File: config.mk
export PLATFORM = sky130hd
export DESIGN_NAME = regfile_mp_flat
export DESIGN_NICKNAME = d
export VERILOG_FILES = /design/src/rtl/regfile_mp_if.sv /design/src/rtl/regfile_mp.sv /design/src/flat_wrapper.sv
export SDC_FILE = /design/constraint.sdc
export NUM_CORES = 1
export LEC_CHECK = 0
export BUFFER_PORTS_ARGS = -buffer_cell sky130_fd_sc_hd__buf_2
export CAP_MARGIN = 15
export CELL_PAD_IN_SITES_DETAIL_PLACEMENT = 2
export CELL_PAD_IN_SITES_GLOBAL_PLACEMENT = 2
export CORE_MARGIN = 10
export CORE_UTILIZATION = 53
export DETAILED_ROUTE_END_ITERATION = 16
export PLACE_DENSITY_LB_ADDON = 0.2
export SLEW_MARGIN = 10
export SYNTH_ARGS = -nofsm -noshare
export SYNTH_HDL_FRONTEND = slang
export SYNTH_SLANG_ARGS = --single-unit
File: constraint.sdc
create_clock -name clk -period 11.42 [get_ports clk]
set_clock_uncertainty 0.2 [all_clocks]
set_input_delay 2.855 -clock clk [delete_from_list [all_inputs] [get_ports clk]]
set_output_delay 2.855 -clock clk [all_outputs]
set_load 0.01 [all_outputs]
File: src/rtl/regfile_mp_if.sv
// regfile_mp_if: write/read/clear bus of the multi-port register file
// master drives clear request, write ports and read ports; slave returns read data and status
interface regfile_mp_if #(
    parameter int DATA_W = 32,
    parameter int ADDR_W = 5,
    parameter int NUM_RD = 2,
    parameter int NUM_WR = 1
);
    logic                       clr_req;
    logic                       init_busy;
    logic [NUM_WR-1:0]          we;
    logic [NUM_WR*ADDR_W-1:0]   waddr;
    logic [NUM_WR*DATA_W-1:0]   wdata;
    logic [NUM_RD-1:0]          re;
    logic [NUM_RD*ADDR_W-1:0]   raddr;
    logic [NUM_RD*DATA_W-1:0]   rdata;
    logic                       wr_collision;

    modport master (
        output clr_req, we, waddr, wdata, re, raddr,
        input  init_busy, rdata, wr_collision
    );

    modport slave (
        input  clr_req, we, waddr, wdata, re, raddr,
        output init_busy, rdata, wr_collision
    );
endinterface

File: src/rtl/regfile_mp.sv
// regfile_mp: parametrised multi-port register file with hardware clear and write-collision flag
// clk, rst_n (async active-low); rf.slave carries clr_req/init_busy, write ports (we/waddr/wdata),
// read ports (re/raddr/rdata, combinational with write bypass) and the registered wr_collision pulse
module regfile_mp #(
    parameter int DATA_W   = 32,
    parameter int ADDR_W   = 5,
    parameter int NUM_RD   = 2,
    parameter int NUM_WR   = 1,
    parameter int ZERO_REG = 1
) (
    input  logic         clk,
    input  logic         rst_n,
    regfile_mp_if.slave  rf
);
    localparam int DEPTH = 2**ADDR_W;

    typedef enum logic {CLEAR, IDLE} state_e;

    state_e              state_q, state_d;
    logic [ADDR_W-1:0]   clr_cnt_q, clr_cnt_d;
    logic                coll_q, coll_d;
    logic [NUM_WR-1:0]   wr_ok;
    logic [DATA_W-1:0]   mem_q [DEPTH];

    // a write only counts (for storage and collision) when it would actually commit
    always_comb begin
        wr_ok = '0;
        for (int k = 0; k < NUM_WR; k++)
            wr_ok[k] = rf.we[k] && state_q == IDLE &&
                       !(ZERO_REG != 0 && rf.waddr[k*ADDR_W +: ADDR_W] == '0);
    end

    always_comb begin
        coll_d = 1'b0;
        for (int i = 0; i < NUM_WR; i++)
            for (int j = i + 1; j < NUM_WR; j++)
                if (wr_ok[i] && wr_ok[j] &&
                    rf.waddr[i*ADDR_W +: ADDR_W] == rf.waddr[j*ADDR_W +: ADDR_W])
                    coll_d = 1'b1;
    end

    // clear counter wraps to 0 exactly as the last entry is written, leaving it ready for the next clear
    always_comb begin
        state_d   = state_q == CLEAR ? (&clr_cnt_q ? IDLE : CLEAR) : (rf.clr_req ? CLEAR : IDLE);
        clr_cnt_d = state_q == CLEAR ? clr_cnt_q + 1'b1 : '0;
    end

    always_ff @(posedge clk or negedge rst_n) begin
        if (!rst_n) begin
            state_q   <= CLEAR;
            clr_cnt_q <= '0;
            coll_q    <= 1'b0;
        end else begin
            state_q   <= state_d;
            clr_cnt_q <= clr_cnt_d;
            coll_q    <= coll_d;
        end
    end

    // storage has no reset so it stays RAM-inferable; ascending loop lets the higher port win
    always_ff @(posedge clk) begin
        if (state_q == CLEAR)
            mem_q[clr_cnt_q] <= '0;
        else
            for (int k = 0; k < NUM_WR; k++)
                if (wr_ok[k])
                    mem_q[rf.waddr[k*ADDR_W +: ADDR_W]] <= rf.wdata[k*DATA_W +: DATA_W];
    end

    always_comb begin
        rf.rdata = '0;
        for (int j = 0; j < NUM_RD; j++) begin
            rf.rdata[j*DATA_W +: DATA_W] = mem_q[rf.raddr[j*ADDR_W +: ADDR_W]];
            for (int k = 0; k < NUM_WR; k++)
                if (rf.we[k] && rf.waddr[k*ADDR_W +: ADDR_W] == rf.raddr[j*ADDR_W +: ADDR_W])
                    rf.rdata[j*DATA_W +: DATA_W] = rf.wdata[k*DATA_W +: DATA_W];
            if (state_q == CLEAR || !rf.re[j] ||
                (ZERO_REG != 0 && rf.raddr[j*ADDR_W +: ADDR_W] == '0))
                rf.rdata[j*DATA_W +: DATA_W] = '0;
        end
    end

    assign rf.init_busy    = state_q == CLEAR;
    assign rf.wr_collision = coll_q;
endmodule

File: src/flat_wrapper.sv
// flat-port wrapper written by rule: the top's interface ports become plain ports
module regfile_mp_flat 
#(
    parameter int DATA_W   = 32,
    parameter int ADDR_W   = 5,
    parameter int NUM_RD   = 2,
    parameter int NUM_WR   = 1,
    parameter int ZERO_REG = 1
)
  (clk, rst_n, rf_clr_req, rf_we, rf_waddr, rf_wdata, rf_re, rf_raddr, rf_init_busy, rf_rdata, rf_wr_collision);
  regfile_mp_if #(.DATA_W(DATA_W), .ADDR_W(ADDR_W), .NUM_RD(NUM_RD), .NUM_WR(NUM_WR)) rf_i ();
  input  logic clk;
  input  logic rst_n;
  input wire logic [$bits(rf_i.clr_req)-1:0] rf_clr_req;
  input wire logic [$bits(rf_i.we)-1:0] rf_we;
  input wire logic [$bits(rf_i.waddr)-1:0] rf_waddr;
  input wire logic [$bits(rf_i.wdata)-1:0] rf_wdata;
  input wire logic [$bits(rf_i.re)-1:0] rf_re;
  input wire logic [$bits(rf_i.raddr)-1:0] rf_raddr;
  output wire logic [$bits(rf_i.init_busy)-1:0] rf_init_busy;
  output wire logic [$bits(rf_i.rdata)-1:0] rf_rdata;
  output wire logic [$bits(rf_i.wr_collision)-1:0] rf_wr_collision;
  assign rf_i.clr_req = rf_clr_req;
  assign rf_i.we = rf_we;
  assign rf_i.waddr = rf_waddr;
  assign rf_i.wdata = rf_wdata;
  assign rf_i.re = rf_re;
  assign rf_i.raddr = rf_raddr;
  assign rf_init_busy = rf_i.init_busy;
  assign rf_rdata = rf_i.rdata;
  assign rf_wr_collision = rf_i.wr_collision;
  regfile_mp #(.DATA_W(DATA_W), .ADDR_W(ADDR_W), .NUM_RD(NUM_RD), .NUM_WR(NUM_WR), .ZERO_REG(ZERO_REG)) u_core (.clk(clk), .rst_n(rst_n), .rf(rf_i));
endmodule
Yosys cells after proc, flatten, opt, wreduce, memory -nomap -nowiden
Memory sizes are Yosys's and may differ from the RTL's.
Cells that the tools add are included.
{"block": "totals", "reg_bits": 6, "mem_bits_rw": 1024, "out_inout_bits": 66, "word_cells": 38, "n_memories": 1}
{"memory": "u_core.mem_q", "words": 32, "width": 32, "rd": 2, "rd_ports_with_merged_regs": 0, "wr": 1, "line_no": "regfile_mp.sv:23", "rtl": "logic [DATA_W-1:0] mem_q [DEPTH];"}
{"block": "op_classes", "add_sub_neg": 1, "n_eq_ne": 2, "mux": 15, "bitwise_logic": 1, "n_reduce_logical": 16}
{"op": "$mux 32", "count": 5}
{"op": "$reduce_or 32->1", "count": 1}
{"op": "$logic_not 5->1", "count": 3}
{"op": "$eq 5x5->1", "count": 2}
{"op": "$mux 5", "count": 2}
{"op": "$mux 1", "count": 8}
{"op": "$add 5x1->5 const B", "count": 1}
{"op": "$reduce_and 5->1", "count": 1}
{"op": "$logic_and 1x1->1", "count": 4}
{"op": "$logic_or 1x1->1", "count": 4}
{"op": "$logic_not 1->1", "count": 3}
{"op": "$not 1->1", "count": 1}

Longest topological paths before layout
Gate-level depths: netlist of the first run.
{"block": "logic_depth", "word_depth": 8, "depth_mapped": 10, "depth_no_buf": 5}

Worst setup path before layout of the first run
Ideal clock, no wire load.
{"block": "synth_path", "path_kind": "input-to-output", "from": "input rf_raddr[1]", "to": "output rf_rdata[17]", "arrival_ns": 4.760, "t_required_ns": 8.365, "setup_slack_ns": 3.605, "path_stages": 7, "n_path_buf": 3, "path_cell_list": "clkbuf_1 buf_2 clkbuf_1 mux4_2 mux4_2 nor2b_1 a211o_1"}
{"block": "synth_via", "elab_chain_len": 4, "word_cells_on_any_way": 7}
{"item": "start, declared", "line_no": "flat_wrapper.sv:19", "rtl": "input wire logic [$bits(rf_i.raddr)-1:0] rf_raddr;"}
{"item": "branches (longest 3 deep; another with $mem_v2 32x32)"}
{"item": "$mux 32 *", "line_no": "regfile_mp.sv:77", "rtl": "if (state_q == CLEAR || !rf.re[j] ||"}
{"item": "end, declared", "line_no": "flat_wrapper.sv:21", "rtl": "output wire logic [$bits(rf_i.rdata)-1:0] rf_rdata;"}
Mark *: on every way between the ends.

Worst setup path after layout of the first run
{"block": "layout_path", "from": "input rf_raddr[4]", "to": "output rf_rdata[22]"}
The elaborated chain is that of the path after synthesis.

==> impl_metrics.csv, run 1 <==
group,metric,value,unit
timing,final_critical_delay_including_setup_and_external_delays,9.45,ns
synthesis,synth-edff-count,1024,
critical_path,endpoint_kind,"output port",
place,placedCellCount,3720,
floorplanning,dieArea,0.104,sq mm
cells_and_area,finish.utilization,60.0,%
power_and_ir_drop,vdd.ir_drop.worst,0.134,mV
critical_path,r2r_start,"u_core.state_q",
routing,finalWirelength,194000,microns
timing,timing.max_slew.rel_slack,19.0,%
critical_path,worst-path-max-fanout,29,
critical_path,reg2reg_slack,7.44,ns
timing,rsz0062_at_grt,"no",
place,place_congestion,0.825,
hold_path,whs_path_depth,1,
cells_and_area,multiInputGateArea,0.0168,sq mm
place,place_hpwl,105000,microns
critical_path,critical_path.reg2reg.endpoint,"u_core.mem_q[28][1]",
critical_path,worst-r2r-cell-count,6,
synthesis,post_synth.cell_area_avg,18.9,sq um
synthesis,netlist-cell-type-count,57,
routing,wl_per_cell,49.3,microns
global_routing,gr-total-overflow,0,
floorplanning,die_y,322,microns
critical_path,crit_path_top_delay_cell,"sky130_fd_sc_hd__o211ai_1",
timing,post-route-period-util,82.7,%
hold_path,timing.hold.worst_endpoint,"u_core.clr_cnt_q[0]",
cts,htree_num_levels,3,
synthesis,synth_fp_nets,2615,
timing,count_of_final_max_slew_check_failures,0,
job,cap_viol_max_count,0,
floorplanning,io-pin-count,119,
cells_and_area,area_growth,12.1,%
critical_path,startpoint_type,"primary input",
cts,cts_tree,"yes",
routing,vias_per_cell,8.14,
cts,clkSinkCount,1030,
routing,drt_pass1_iterations,6,
power_and_ir_drop,fin_total_pwr,10400,uW
cts,post-cts-setup-buffers,0,
cts,clk_transition_reported_paths,0.06,ns
synthesis,synthesis.area,0.0483,sq mm
routing,drtAntennaViolNets,0,
cells_and_area,num-fill-cells,7235,
routing,vias,32100,
cts,cts_made_buffers,110,
cts,post_cts_resize_count,0,
global_routing,global_route.usage.total,36.9,%
hold_path,holdCritPathClass,"register to register",
synthesis,post-synth-top-count-cell,"sky130_fd_sc_hd__edfxtp_1",
cells_and_area,final_nets,2725,
critical_path,cp_data_arrival_time,6.39,ns
global_routing,antenna_found_initial,8,
timing,setup_viol_count_final,0,
cts,clockBufferDepth,3,
routing,drc,0,
synthesis,synth_largest_type_area_fraction,63.6,%
floorplanning,fp.dieW,322,microns
synthesis,ys_dominant_reg_cell,"sky130_fd_sc_hd__edfxtp_1",
hold_path,min-delay-start,"u_core.clr_cnt_q[0]",
routing,detailedRoute.firstIterationViolations,5656,
timing,max_slew.worst_pin.slew,1.22,ns
timing,finalHoldWorstSlack,0.465,ns
cts,clock_tree.root_cell,"sky130_fd_sc_hd__clkbuf_16",
synthesis,post_synth_inst_count,2560,
cells_and_area,stdcell_count,3944,
power_and_ir_drop,power_density,192,mW/mm^2
synthesis,synth_largest_area_cell,"sky130_fd_sc_hd__edfxtp_1",
status,status,"finished clean",
cells_and_area,share_of_final_layout_standard_cells_stronger_than_drive_strength_1,31.5,%
cts,hold_buffers,0,
synthesis,yosys_register_bits,1030,
critical_path,path_cells,"buf_4, xnor2_1, nand4_1, o211ai_1, buf_4, nor2b_1, a211o_1, buf_2",
global_routing,grt_max_degree,104,
floorplanning,floorplan.core_area,0.0903,sq mm
synthesis,yosys_warnings,0,
global_routing,vias_in_the_first_global_route,33600,
critical_path,required,8.37,ns
synthesis,synth.area.top_cells,"sky130_fd_sc_hd__edfxtp_1 64%, sky130_fd_sc_hd__mux4_2 21%, sky130_fd_sc_hd__mux2i_1 4.6%, sky130_fd_sc_hd__a22oi_1 1.3%, sky130_fd_sc_hd__clkbuf_1 0.90%",
cts,worstSkewPairLatency,0.71,ns
power_and_ir_drop,total_leakage_power,0.0182,uW
critical_path,timing.critical_path.mode_cell,"sky130_fd_sc_hd__buf_4",
cells_and_area,sequential_cell_area,0.0309,sq mm
timing,totalNegativeSetupSlack,0,ns
floorplanning,rows,110,
timing,finalHoldViolations,0,
global_routing,grt_pass1_wl,269000,microns
floorplanning,initial_utilization,53.5,%
place,io_buf_count,117,
synthesis,ranking_of_synthesized_cells_by_instance_count,"1024 x sky130_fd_sc_hd__edfxtp_1, 451 x sky130_fd_sc_hd__mux4_2, 223 x sky130_fd_sc_hd__mux2i_1",
timing,clock.fmax,106,MHz
critical_path,critical_path.n_buffers_inverters,3,
critical_path,critical_path.top_delay_family,"buffers and inverters",
synthesis,yosysSeqAreaShare,63.9,%
synthesis,postSynth.asyncResetShare,0.583,%
critical_path,timing_worst_setup_path_type,"primary input to output port",
critical_path,critical-path-max-stage-delay,0.98,ns
[report_power, final]
group | switching, uW | total, uW | internal, uW
combinational | 1240 | 1810 | 570
clock | 1640 | 3650 | 2010
sequential | 276 | 4960 | 4690
[how the worst max path moves through the flow]
stage | cells after the start | slack [ns] | to | startpoint
3_3_place_gp | 8 | 2.34 | rf_rdata[55] | rf_raddr[9]
5_1_grt | 8 | 2.00 | rf_rdata[22] | rf_raddr[4]
2_1_floorplan | 7 | 3.61 | rf_rdata[17] | rf_raddr[1]
3_5_place_dp | 8 | 2.28 | rf_rdata[22] | rf_raddr[4]
4_1_cts | 8 | 2.20 | rf_rdata[15] | rf_raddr[4]
6_report | 8 | 1.97 | rf_rdata[22] | rf_raddr[4]
[cell type report]
| cell class | instances | share of cell area (%) |
|---|---|---|
| tap | 1176 | 2.72 |
| antenna | 5 | 0.0231 |
| timing repair buffer | 209 | 2.77 |
| multi-input combinational | 1310 | 31.0 |
| inverter | 9 | 0.0623 |
| clock inverter | 67 | 1.03 |
| sequential | 1030 | 57.0 |
| clock buffer | 138 | 5.39 |
[layout by cell type (no fill, tap or decap), drive strengths merged, types with 12 or more instances in the layout]
master	instances
a211o	30
a32o	31
inv	12
o2111ai	30
edfxtp	1024
mux2i	223
a221oi	36
clkinv	53
o22ai	29
nor2	74
and2	37
nor2b	38
mux4	451
clkbuf	138
o21ai	35
nand2	78
a21oi	61
a22oi	85
buf	209
[state kept, by name (all words and copies together), names as in the netlist]
name and cells:
u_core.clr_cnt_q 5, u_core.mem_q 1024, u_core.state_q 1
[metal layers]
metal,wire (microns),GRT usage [%],share of wire (%),vias to the layer above
met5,30,0,0.015,-
met4,12000,20.7,6.2,4
met3,22200,10.2,11,729
met2,93400,58.8,48,3067
met1,66600,45.2,34,17100
li1,-,-,-,11200
[kinds of logic (layout without fill, tap and decap cells)]
kind of cell / count (synthesis) / in the layout / share of synthesized area (%)
other cells: 1 / 6 / 0.00776
buf+inv: 220 / 423 / 2.07
simple gates: 258 / 258 / 2.54
xor+xnor: 12 / 12 / 0.217
mux: 675 / 675 / 25.7
compound gates: 362 / 362 / 5.51
fa+ha+maj: 2 / 2 / 0.0518
flops: 1030 / 1030 / 63.9
[through the flow]
stage	cell area, sq um	worst slack (ns)
floorplan	48300	3.61
global placement	50500	2.34
detailed placement	50500	2.28
CTS	53900	2.20
global route	54200	2.00
finish	54200	1.97
(Power assumes the default switching activity.)
==> inputs of run 2 (changes only) <==
- CORE_UTILIZATION: 53 -> 44
- clock period: 11.42 -> 7.6 ns (I/O delays scaled with it)
==> impl_metrics.csv, run 2 (synthesis gave the netlist of run 1 again) <==
group,metric,value,unit
cells_and_area,finish.utilization,50.9,%
cts,post-cts-setup-buffers,0,
floorplanning,dieArea,0.123,sq mm
routing,vias,29700,
cells_and_area,final_nets,2776,
timing,rsz0062_at_grt,"no",
critical_path,path_cells,"buf_8, buf_12, xnor2_1, and2_1, a211oi_4, buf_12, o21a_1, a32o_1, buf_2",
critical_path,crit_path_top_delay_cell,"sky130_fd_sc_hd__buf_8",
cts,cts_made_buffers,113,
cells_and_area,leading_cell_type_in_the_layout_fill_and_taps_excluded,"sky130_fd_sc_hd__edfxtp_1",
timing,setup_viol_count_final,0,
place,place_hpwl,107000,microns
routing,detailedRoute.firstIterationViolations,3242,
cts,clkSinkCount,1030,
critical_path,critical-path-max-stage-delay,0.49,ns
timing,count_of_final_max_slew_check_failures,0,
floorplanning,initial_utilization,44.3,%
floorplanning,fp.dieW,351,microns
place,place_congestion,0.810,
cells_and_area,max_ffs_per_register,1024,
global_routing,antenna_found_initial,3,
global_routing,gr-total-overflow,0,
cts,clk_transition_reported_paths,0.06,ns
floorplanning,rows,121,
cells_and_area,share_of_final_layout_standard_cells_stronger_than_drive_strength_1,32.9,%
cts,cts_tree,"yes",
critical_path,cp_data_arrival_time,4.54,ns
critical_path,worst-path-max-fanout,51,
timing,totalNegativeSetupSlack,0,ns
cts,post_cts_resize_count,0,
place,placedCellCount,4013,
routing,drt_pass1_iterations,5,
cts,clockBufferDepth,3,
power_and_ir_drop,total_leakage_power,0.0187,uW
place,io_buf_count,117,
floorplanning,floorplan.core_area,0.109,sq mm
global_routing,global_route.usage.total,28.8,%
cts,hold_buffers,0,
timing,final_critical_delay_including_setup_and_external_delays,6.64,ns
hold_path,holdCritPathClass,"register to register",
job,cap_viol_max_count,0,
timing,post-route-period-util,87.4,%
global_routing,vias_in_the_first_global_route,32600,
global_routing,grt_max_degree,89,
cells_and_area,stdcell_count,4229,
routing,drtAntennaViolNets,0,
critical_path,timing.critical_path.mode_cell,"sky130_fd_sc_hd__buf_12",
critical_path,endpoint_kind,"output port",
timing,finalHoldWorstSlack,0.437,ns
floorplanning,die_y,351,microns
timing,finalHoldViolations,0,
cells_and_area,area_growth,14.9,%
power_and_ir_drop,fin_total_pwr,15900,uW
cells_and_area,leading_cell_types_in_the_layout_fill_and_taps_excluded,"1024 x sky130_fd_sc_hd__edfxtp_1, 451 x sky130_fd_sc_hd__mux4_2, 223 x sky130_fd_sc_hd__mux2i_1",
cells_and_area,registers.top_by_ff_count,"u_core.mem_q",
critical_path,critical_path.n_buffers_inverters,4,
global_routing,grt_pass1_wl,252000,microns
routing,finalWirelength,179000,microns
critical_path,required,5.50,ns
critical_path,reg2reg_slack,3.23,ns
floorplanning,io-pin-count,119,
timing,max_slew.worst_pin.slew,1.28,ns
timing,clock.fmax,151,MHz
cells_and_area,largest_registers,"u_core.mem_q (1024), u_core.clr_cnt_q (5), u_core.state_q (1)",
cts,clock_tree.root_cell,"sky130_fd_sc_hd__clkbuf_16",
cts,worstSkewPairLatency,0.71,ns
critical_path,critical_path.top_delay_family,"buffers and inverters",
status,status,"finished clean",
routing,vias_per_cell,7.03,
power_and_ir_drop,vdd.ir_drop.worst,0.196,mV
timing,timing.max_slew.rel_slack,14.9,%
power_and_ir_drop,power_density,286,mW/mm^2
critical_path,startpoint_type,"primary input",
cells_and_area,num-fill-cells,9348,
routing,drc,0,
cts,htree_num_levels,3,
routing,wl_per_cell,42.2,microns
critical_path,timing_worst_setup_path_type,"primary input to output port",
## run 2: changes by cell type in the layout (fill, tap and decap cells not counted), moves of 2 or more
| cell | delta |
|---|---|
| sky130_fd_sc_hd__buf_8 | -6 |
| sky130_fd_sc_hd__diode_2 | -4 |
| sky130_fd_sc_hd__clkinv_8 | +2 |
| sky130_fd_sc_hd__bufinv_16 | +13 |
| sky130_fd_sc_hd__clkinv_2 | -8 |
| sky130_fd_sc_hd__clkbuf_16 | +2 |
| sky130_fd_sc_hd__clkinv_1 | -3 |
| sky130_fd_sc_hd__clkbuf_1 | -4 |
| sky130_fd_sc_hd__buf_12 | +27 |
| sky130_fd_sc_hd__buf_4 | +28 |
## run 2: report_power, final
group,switching (uW),total [uW],internal (uW)
registers,319,7350,7030
clock network,2350,5850,3510
logic,1790,2690,902
## run 2: final cells by class
| type | instances | area, sq um | share of cell area, % |
|---|---|---|---|
| Sequential cell | 1030 | 30900 | 55.7 |
| Multi-Input combinational cell | 1310 | 16800 | 30.2 |
| Clock buffer | 136 | 2960 | 5.33 |
| Timing Repair Buffer | 257 | 2130 | 3.84 |
| Tap cell | 1414 | 1770 | 3.19 |
| Clock inverter | 72 | 935 | 1.68 |
| Inverter | 9 | 33.8 | 0.0608 |
| Antenna cell | 1 | 2.50 | 0.00451 |
## run 2: layer usage
metal | vias up | share of wire, % | wire length (microns) | track usage [%]
li1 | 11300 | - | - | -
met1 | 16300 | 38 | 68000 | 36.7
met2 | 1626 | 50 | 88600 | 48.1
met3 | 444 | 7.2 | 12900 | 5.11
met4 | 2 | 5.1 | 9090 | 13.3
met5 | - | 0.0073 | 13 | 0
## run 2: worst reg2reg max path, delay by kind of cell, from the launching register on
family                 cells  cell delay (ns)
DFF                        1             0.64
AOI/OAI and AO/OA          2             1.22
and+or+nand+nor            3             0.80
buffers and inverters      2             1.13
## run 2: path summary, 6_finish.rpt
check                                          from              endpoint  depth (start not counted)
min in group asynchronous                     rst_n        u_core.state_q                          1
worst max-delay path                    rf_raddr[5]          rf_rdata[34]                          9
worst min-delay path            u_core.clr_cnt_q[0]   u_core.clr_cnt_q[0]                          1
worst min register to register  u_core.clr_cnt_q[0]   u_core.clr_cnt_q[0]                          1
worst max register to register       u_core.state_q  u_core.mem_q[10][24]                          7
max in group asynchronous                     rst_n   u_core.clr_cnt_q[4]                          1
## run 2: metrics by stage
stage | setup slack, ns | instance area, sq um
after floorplan | 1.70 | 48300
after global placement | 1.01 | 51400
after detailed placement | 0.937 | 51500
after CTS | 0.925 | 55400
after global routing | 0.831 | 55500
final | 0.959 | 55500
